===== src/rtl/can_mc_pkg.sv =====
// Shared definitions for the CAN controller microcontroller interface:
// bus widths, register map landmarks, read-channel state encoding.
package can_mc_pkg;

   localparam int ADDR_W = 6;
   localparam int DATA_W = 32;

   // Register map landmarks shared with the write channel
   localparam logic [ADDR_W-1:0] ADDR_INT      = 6'h04;
   localparam logic [ADDR_W-1:0] ADDR_LO_END   = 6'h11;
   localparam logic [ADDR_W-1:0] ADDR_HI_START = 6'h18;
   localparam logic [ADDR_W-1:0] ADDR_HI_END   = 6'h20;

   typedef enum logic [1:0] {
      IDLE,
      SELECT,
      RESP
   } rd_state_t;

   // 0x00-0x11 and 0x18-0x20 are readable; the 0x12-0x17 hole and 0x21+ are not
   function automatic logic is_readable(input logic [ADDR_W-1:0] addr);
      return (addr <= ADDR_LO_END) ||
             ((addr >= ADDR_HI_START) && (addr <= ADDR_HI_END));
   endfunction

endpackage


===== src/rtl/can_rd_addr_decoder.sv =====
// Combinational read-address decoder: one-hot register select plus a
// mapped flag. Unmapped addresses produce an all-zero select.
module can_rd_addr_decoder
   import can_mc_pkg::*;
#(
   parameter int ADDR_W  = can_mc_pkg::ADDR_W,
   parameter int NUM_SEL = 33
) (
   input  logic [ADDR_W-1:0]  addr,
   output logic [NUM_SEL-1:0] sel,
   output logic               mapped
);

   // NOTE: every output of a combinational block gets a default first, so no path can infer a latch.
   always_comb begin
      sel    = '0;
      mapped = is_readable(addr);
      for (int i = 0; i < NUM_SEL; i++) begin
         sel[i] = mapped && (addr == ADDR_W'(i));
      end
   end

endmodule


===== src/rtl/can_read_channel.sv =====
// Read channel of the CAN microcontroller interface: decodes a host read,
// captures register-file data and returns it with a valid/ack handshake.
module can_read_channel
   import can_mc_pkg::*;
#(
   parameter int                ADDR_W      = can_mc_pkg::ADDR_W,
   parameter int                DATA_W      = can_mc_pkg::DATA_W,
   parameter int                NUM_SEL     = 33,
   parameter logic [ADDR_W-1:0] CLR_ADDR    = can_mc_pkg::ADDR_INT,
   parameter int                ACK_TIMEOUT = 16
) (
   input  logic               i_clk,
   input  logic               i_reset,
   input  logic               i_rd_en,
   input  logic [ADDR_W-1:0]  i_addr,
   input  logic [DATA_W-1:0]  i_reg_r_bus,
   input  logic               i_rd_ack,
   output logic [NUM_SEL-1:0] rd_dec_addr,
   output logic [DATA_W-1:0]  o_bus_data,
   output logic               o_rd_valid,
   output logic               o_rd_err,
   output logic               o_rd_clr,
   output logic               o_busy
);

   localparam int CNT_W    = (ACK_TIMEOUT > 1) ? $clog2(ACK_TIMEOUT + 1) : 1;
   localparam int TO_LAST_I = (ACK_TIMEOUT > 0) ? ACK_TIMEOUT - 1 : 0;
   localparam logic [CNT_W-1:0] TO_LAST = CNT_W'(TO_LAST_I);

   rd_state_t          state;
   rd_state_t          next_state;
   logic [ADDR_W-1:0]  addr_q;
   logic [CNT_W-1:0]   cnt;
   logic [ADDR_W-1:0]  dec_in;
   logic [NUM_SEL-1:0] dec_sel;
   logic               dec_mapped;
   logic               accept;
   logic               timeout_hit;
   logic               resp_exit;

   // One decoder serves both the incoming address (mapped check) and the latched one (select)
   assign dec_in = (state == IDLE) ? i_addr : addr_q;

   can_rd_addr_decoder #(
      .ADDR_W  (ADDR_W),
      .NUM_SEL (NUM_SEL)
   ) u_dec (
      .addr   (dec_in),
      .sel    (dec_sel),
      .mapped (dec_mapped)
   );

   assign rd_dec_addr = (state == SELECT) ? dec_sel : '0;
   assign o_busy      = (state != IDLE);
   assign timeout_hit = (ACK_TIMEOUT > 0) && (cnt == TO_LAST);

   // NOTE: state registers use non-blocking assignments so every flop samples pre-edge values.
   always_ff @(posedge i_clk or posedge i_reset) begin
      if (i_reset) state <= IDLE;
      else         state <= next_state;
   end

   always_comb begin
      next_state = state;
      accept     = 1'b0;
      resp_exit  = 1'b0;
      case (state)
         IDLE: begin
            if (i_rd_en) begin
               accept     = 1'b1;
               next_state = dec_mapped ? SELECT : RESP;
            end
         end
         SELECT: next_state = RESP;
         RESP: begin
            if (i_rd_ack || timeout_hit) begin
               resp_exit  = 1'b1;
               next_state = IDLE;
            end
         end
         default: next_state = IDLE;
      endcase
   end

   // Response registers are all loaded on RESP entry so they stay stable for the whole state
   always_ff @(posedge i_clk or posedge i_reset) begin
      if (i_reset) begin
         addr_q     <= '0;
         cnt        <= '0;
         o_bus_data <= '0;
         o_rd_valid <= 1'b0;
         o_rd_err   <= 1'b0;
         o_rd_clr   <= 1'b0;
      end else begin
         o_rd_clr <= 1'b0;
         if (accept) addr_q <= i_addr;
         case (state)
            IDLE: begin
               if (accept && !dec_mapped) begin
                  o_bus_data <= '0;
                  o_rd_valid <= 1'b1;
                  o_rd_err   <= 1'b1;
                  cnt        <= '0;
               end
            end
            SELECT: begin
               o_bus_data <= i_reg_r_bus;
               o_rd_valid <= 1'b1;
               o_rd_err   <= 1'b0;
               o_rd_clr   <= (addr_q == CLR_ADDR);
               cnt        <= '0;
            end
            RESP: begin
               if (resp_exit) begin
                  o_bus_data <= '0;
                  o_rd_valid <= 1'b0;
                  o_rd_err   <= 1'b0;
                  cnt        <= '0;
               end else if (cnt != '1) begin
                  cnt <= cnt + 1'b1;
               end
            end
            default: ;
         endcase
      end
   end

endmodule


===== config.mk =====
export PLATFORM = sky130hd
export DESIGN_NAME = can_read_channel
export DESIGN_NICKNAME = d
export VERILOG_FILES = /design/src/rtl/can_mc_pkg.sv /design/src/rtl/can_rd_addr_decoder.sv /design/src/rtl/can_read_channel.sv
export SDC_FILE = /design/constraint.sdc
export NUM_CORES = 1
export LEC_CHECK = 0
export CELL_PAD_IN_SITES_DETAIL_PLACEMENT = 0
export CELL_PAD_IN_SITES_GLOBAL_PLACEMENT = 1
export CORE_MARGIN = 2
export CORE_UTILIZATION = 32
export CTS_BUF_LIST = sky130_fd_sc_hd__clkbuf_8
export DETAILED_ROUTE_END_ITERATION = 7
export GPL_ROUTABILITY_DRIVEN = 0
export GPL_TIMING_DRIVEN = 0
export PLACE_DENSITY_LB_ADDON = 0.2
export SLEW_MARGIN = 20
export SYNTH_ARGS = -nofsm -noshare
export SYNTH_HDL_FRONTEND = slang
export SYNTH_SLANG_ARGS = --single-unit

===== constraint.sdc =====
create_clock -name i_clk -period 2.75 [get_ports i_clk]
set_input_delay 0.275 -clock i_clk [delete_from_list [all_inputs] [get_ports i_clk]]
set_output_delay 0.275 -clock i_clk [all_outputs]
set_load 0.05 [all_outputs]

=== Word level (Yosys, flattened, before mapping) ===
Index checks and enable logic that the tools add are counted.

* Flip-flop bits (word level): 48
* Output and inout bits: 69
* Bits of input ports: 42
* Word-level logic and storage cells: 120

* Magnitude comparators: 3
* $add $sub $neg: 1
* Reduce and logical (&&, ||, !) cells: 45
* Mux-type cells: 22
* Equality and inequality tests: 42

{| class="wikitable"
|+ Operators with widths
! cell !! number
|-
| $eq 6x5->1 const B || 16
|-
| $pmux 32 s3 || 1
|-
| $mux 32 || 2
|-
| $eq 6x4->1 const B || 8
|-
| $logic_and 1x1->1 || 35
|-
| $mux 33 || 1
|-
| $eq 6x3->1 const B || 5
|-
| $mux 5 || 3
|-
| $pmux 5 s3 || 1
|-
| $eq 6x2->1 const B || 2
|-
| $mux 1 || 7
|-
| $eq 6x1->1 const B || 1
|-
| $eq 6x6->1 const B || 1
|-
| $ge 6x5->1 const B || 1
|-
| $le 6x5->1 const B || 1
|-
| $le 6x6->1 const B || 1
|-
| $logic_not 6->1 || 1
|-
| $mux 2 || 3
|-
| $mux 6 || 1
|-
| $ne 2x2->1 const B || 3
|-
| $pmux 1 s3 || 2
|-
| $pmux 2 s3 || 1
|-
| $reduce_and 3->1 || 2
|-
| $add 5x1->5 const B || 1
|-
| other kinds (12) || 13
|}

=== Depth between registers and ports, before layout ===
* Depth in word-level cells: 9
* Depth in mapped cells: 9
* Gate-level depth less buffers: 8

=== Cells and area by module ===
From an unflattened synthesis, not the netlist that was laid out.

* Cell total of the unflattened synthesis: 311
* Area total of the unflattened synthesis: 2,716.4 um2

{| class="wikitable"
|+ By module, submodules not included
! module !! area each (um2) !! instances !! cells an instance
|-
| can_read_channel || 2,344.7 || 1 || 254
|-
| can_rd_addr_decoder || 371.6 || 1 || 57
|}

=== Least setup slack after synthesis ===
Ideal clock, no wire load.

* Path type: register to output
* Start: register state[0]
* End: output port rd_dec_addr[16]
* Setup slack: -0.195 ns
* Stages on the path, launching flop included: 8
* Path buffers: 1
* Arrival: 2.670 ns
* Cell sequence: dfrtp_1 inv_1 ha_1 buf_2 inv_1 nor3_1 o21ai_1 nor3_1

* Longest elaborated chain between the ends: 7

{| class="wikitable"
|+ RTL lines
! element !! RTL line !! text
|-
| from (decl) || can_read_channel.sv:30 || <nowiki>rd_state_t state;</nowiki>
|-
| from (signal assigned) || can_read_channel.sv:60 || <nowiki>else state <= next_state;</nowiki>
|-
| $logic_not 2->1 || can_read_channel.sv:42 || <nowiki>assign dec_in = (state == IDLE) ? i_addr : addr_q;</nowiki>
|-
| $mux 6 || can_read_channel.sv:42 ||
|-
| $ge 6x5->1 / $le 6x6->1 (equally long branches) || can_mc_pkg.sv:23 || <nowiki>((addr >= ADDR_HI_START) && (addr <= ADDR_HI_END));</nowiki>
|-
| $logic_and 1x1->1 || can_mc_pkg.sv:23 ||
|-
| $logic_or 1x1->1 || can_mc_pkg.sv:22 || <nowiki>return (addr <= ADDR_LO_END) ||</nowiki>
|-
| $logic_and 1x1->1 || can_rd_addr_decoder.sv:19 || <nowiki>sel[i] = mapped && (addr == ADDR_W'(i));</nowiki>
|-
| $mux 33 (*) || can_read_channel.sv:53 || <nowiki>assign rd_dec_addr = (state == SELECT) ? dec_sel : '0;</nowiki>
|-
| to (decl) || can_read_channel.sv:18 || <nowiki>output logic [NUM_SEL-1:0] rd_dec_addr,</nowiki>
|}

Mark *: on every way between the ends. The rest lies on a longest branch, timed or not.

=== Final worst setup path ===
* Start: register state[1]
* End: output port rd_dec_addr[17]

Same word-level chain as after synthesis.

==> impl_metrics.env <==
export IMPL_status="completed"
export IMPL_clock_power_share_pct=12.4
export IMPL_layout_common_cells="77 x clkdlybuf4s50_1, 64 x o21ai_0, 48 x dfrtp_1"
export IMPL_ys_flop_type="dfrtp_1"
export IMPL_cts_num_sinks=48
export IMPL_grt_pass1_wl_mm=12.0
export IMPL_startpoint_type="flip-flop"
export IMPL_dr_first_iter_drc_count=87
export IMPL_min_period_ns=2.62
export IMPL_fin_tns_setup_ns=0
export IMPL_ant_nets=0
export IMPL_instances_no_fill=533
export IMPL_first_global_vias=2569
export IMPL_setup_slack_ns=0.134
export IMPL_ir_drop_v=0.000491
export IMPL_yosysTopAreaCellShare_pct=44.9
export IMPL_regArea_mm2=0.00120
export IMPL_hold_violations=0
export IMPL_cp_required_ns=2.48
export IMPL_end_kind="output port"
export IMPL_n_fill_cell=815
export IMPL_drive_gt1_share_pct=19.9
export IMPL_dieArea_mm2=0.00912
export IMPL_ctsHoldBuffers=0
export IMPL_ys_seq_elements=48
export IMPL_drc=0
export IMPL_cts_htree_levels=2
export IMPL_synth_distinct_cells=44
export IMPL_timing_max_transition_violations_final=0
export IMPL_p_leak_nw=1.67
export IMPL_fmax_mhz=382
export IMPL_dp_hpwl_mm=5.60
export IMPL_seqPwrFrac_pct=28.5
export IMPL_portBuffers=104
export IMPL_clockBufferDepth=2
export IMPL_synth_avg_cell_area_um2=8.72
export IMPL_critPathMaxStageDelay_ns=0.52
export IMPL_min_path_type="primary input to async pin"
export IMPL_clk_latency_ns=0.30
export IMPL_ys_warnings_count=0
export IMPL_syn2layout_area_growth_pct=49.1
export IMPL_fp_dieW_um=95.5
export IMPL_cp_slowest_cell="clkdlybuf4s15_1"
export IMPL_groute_usage_overall_pct=16.5
export IMPL_rows=33
export IMPL_drt_wl_total_mm=7.58
export IMPL_core_region_area_mm2=0.00818
export IMPL_cts_root_buf="clkbuf_8"
export IMPL_swShare_pct=48.4
export IMPL_cap_violations=0
export IMPL_yosys_area_top_type="dfrtp_1"
export IMPL_cp_max_fo=10
export IMPL_ys_seq_area_share_pct=44.9
export IMPL_io_pins=111
export IMPL_first_pass_iters=4
export IMPL_tightest_slew_ns=0.531
export IMPL_wl_per_cell_um=14.2
export IMPL_arrival_ns=2.34
export IMPL_switching_power_w=0.00171
export IMPL_hold_ws_ns=0.247
export IMPL_cts_made_buffers=5
export IMPL_cts_tree="built"
export IMPL_place_inst=522
export IMPL_place_worst_setup_slack_ns=-0.395
export IMPL_critPathBufInv=3
export IMPL_async_reset_ff_share_pct=100
export IMPL_layout_commonest_cell="clkdlybuf4s50_1"
export IMPL_post_route_period_util_pct=95.1
export IMPL_yosys_top_cells_area="dfrtp_1 45%, o21ai_0 12%, nand2_1 6.3%, nor2_1 4.3%, ha_1 3.3%"
export IMPL_overflow=0
export IMPL_dieHeight_um=95.5
export IMPL_antenna_found_initial=0
export IMPL_setup_viol=0
export IMPL_final_core_util_pct=48.8
export IMPL_timing_slew_headroom_pct=64.5
export IMPL_grt_max_degree=34
export IMPL_start_util_pct=32.8
export IMPL_worstPathCellList="inv_1, ha_4, buf_4, o32ai_1, nand2_1, nor2_1, clkdlybuf4s15_1"
export IMPL_viasPerCell=4.88
export IMPL_synth_edff_count=0
export IMPL_p_per_area_mw_per_mm2=884
export IMPL_syn_instance_count=307
export IMPL_internal_power_w=0.00182
export IMPL_multi_input_area_mm2=0.00135
export IMPL_clk_pin_slew_worst_paths_ns=0.09
export IMPL_critPathTopFamily="buffers and inverters"
export IMPL_diodes=0
export IMPL_path_class="flip-flop to output port"
export IMPL_num_vias=2601
export IMPL_netlist_area_mm2=0.00268
export IMPL_pwr_share_comb_pct=59.1
export IMPL_skew_ns=0.00947
export IMPL_fin_nets=476
## per-stage QoR
| stage | cell area (µm²) | power, W |
|---|---|---|
| 2_1_floorplan | 2700 | 0.00235 |
| 3_5_place_dp | 3890 | 0.00296 |
| 5_1_grt | 3990 | 0.00377 |
| 3_3_place_gp | 3870 | 0.00295 |
| 4_1_cts | 3950 | 0.00341 |
| 6_report | 3990 | 0.00353 |
## power by group through the flow
stage          Combinational (W)  Sequential (W)  Clock [W]
6_report                 0.00208         0.00101   0.000436
5_1_grt                  0.00225         0.00103   0.000481
4_1_cts                  0.00196         0.00100   0.000449
3_5_place_dp             0.00194         0.00102          0
3_3_place_gp             0.00194         0.00101          0
2_1_floorplan            0.00102         0.00133          0
## cell usage after synthesis (all sizes together), types with 2 or more instances
master	count
nor4	2
a31oi	3
dfrtp	48
ha	7
mux2	3
buf	16
and3	3
clkbuf	8
and2	3
nand2b	3
o22ai	3
mux2i	2
o21ai	83
a21oi	4
nor3	8
nand2	45
inv	14
nor2	31
o311ai	2
nor3b	6
## sequential cells by signal (all words and copies together), names as in the netlist
signal,flops
o_bus_data,32
addr_q,6
cnt,5
state,2
o_rd_clr,1
o_rd_err,1
o_rd_valid,1
## kinds of logic after synthesis
group	count (synthesis)	synth area share [%]
DFF	48	44.9
other	1	0.140
adders and majority gates	7	3.27
muxes	5	2.01
AOI/OAI and AO/OA	101	23.5
and+or+nand+nor	107	18.6
buffers and inverters	38	7.62
## routing by layer
| layer | wire length [µm] | share of wire [%] | vias to the layer above | global-route usage [%] |
|---|---|---|---|---|
| met5 | 0 | 0 | - | 0 |
| met2 | 3480 | 46 | 87 | 27.8 |
| met4 | 69 | 0.91 | 0 | 4.76 |
| li1 | - | - | 1283 | - |
| met1 | 3530 | 47 | 1226 | 21.5 |
| met3 | 507 | 6.7 | 5 | 3.32 |
## repair_timing
action / CTS / global route
buffers inserted: 0 / 3
gates resized for setup: 121 / 45
endpoints found under the setup margin: 27 / 27
## path summary, 6_finish.rpt
| kind | startpoint | end | slack (ns) | cells after the start |
|---|---|---|---|---|
| hold reg to reg | cnt[3] | cnt[3] | 0.48 | 1 |
| max in group asynchronous | i_reset | addr_q[0] | 2.00 | 3 |
| min in group i_clk | cnt[3] | cnt[3] | 0.48 | 1 |
| setup reg to reg | cnt[0] | o_bus_data[28] | 0.26 | 9 |
| setup / recovery | state[1] | rd_dec_addr[17] | 0.13 | 7 |
| hold / removal | i_reset | o_bus_data[8] | 0.25 | 2 |
## layout make-up
type                            instances  area share [%]
Timing Repair Buffer                  108            25.0
Multi-Input combinational cell        226            33.9
Tap cell                              105            3.29
Inverter                               14            1.41
Clock inverter                          2           0.282
Clock buffer                            6            2.07
Buffer                                 24            3.92
Sequential cell                        48            30.1
Note: power is estimated with default switching activity, not from simulation.
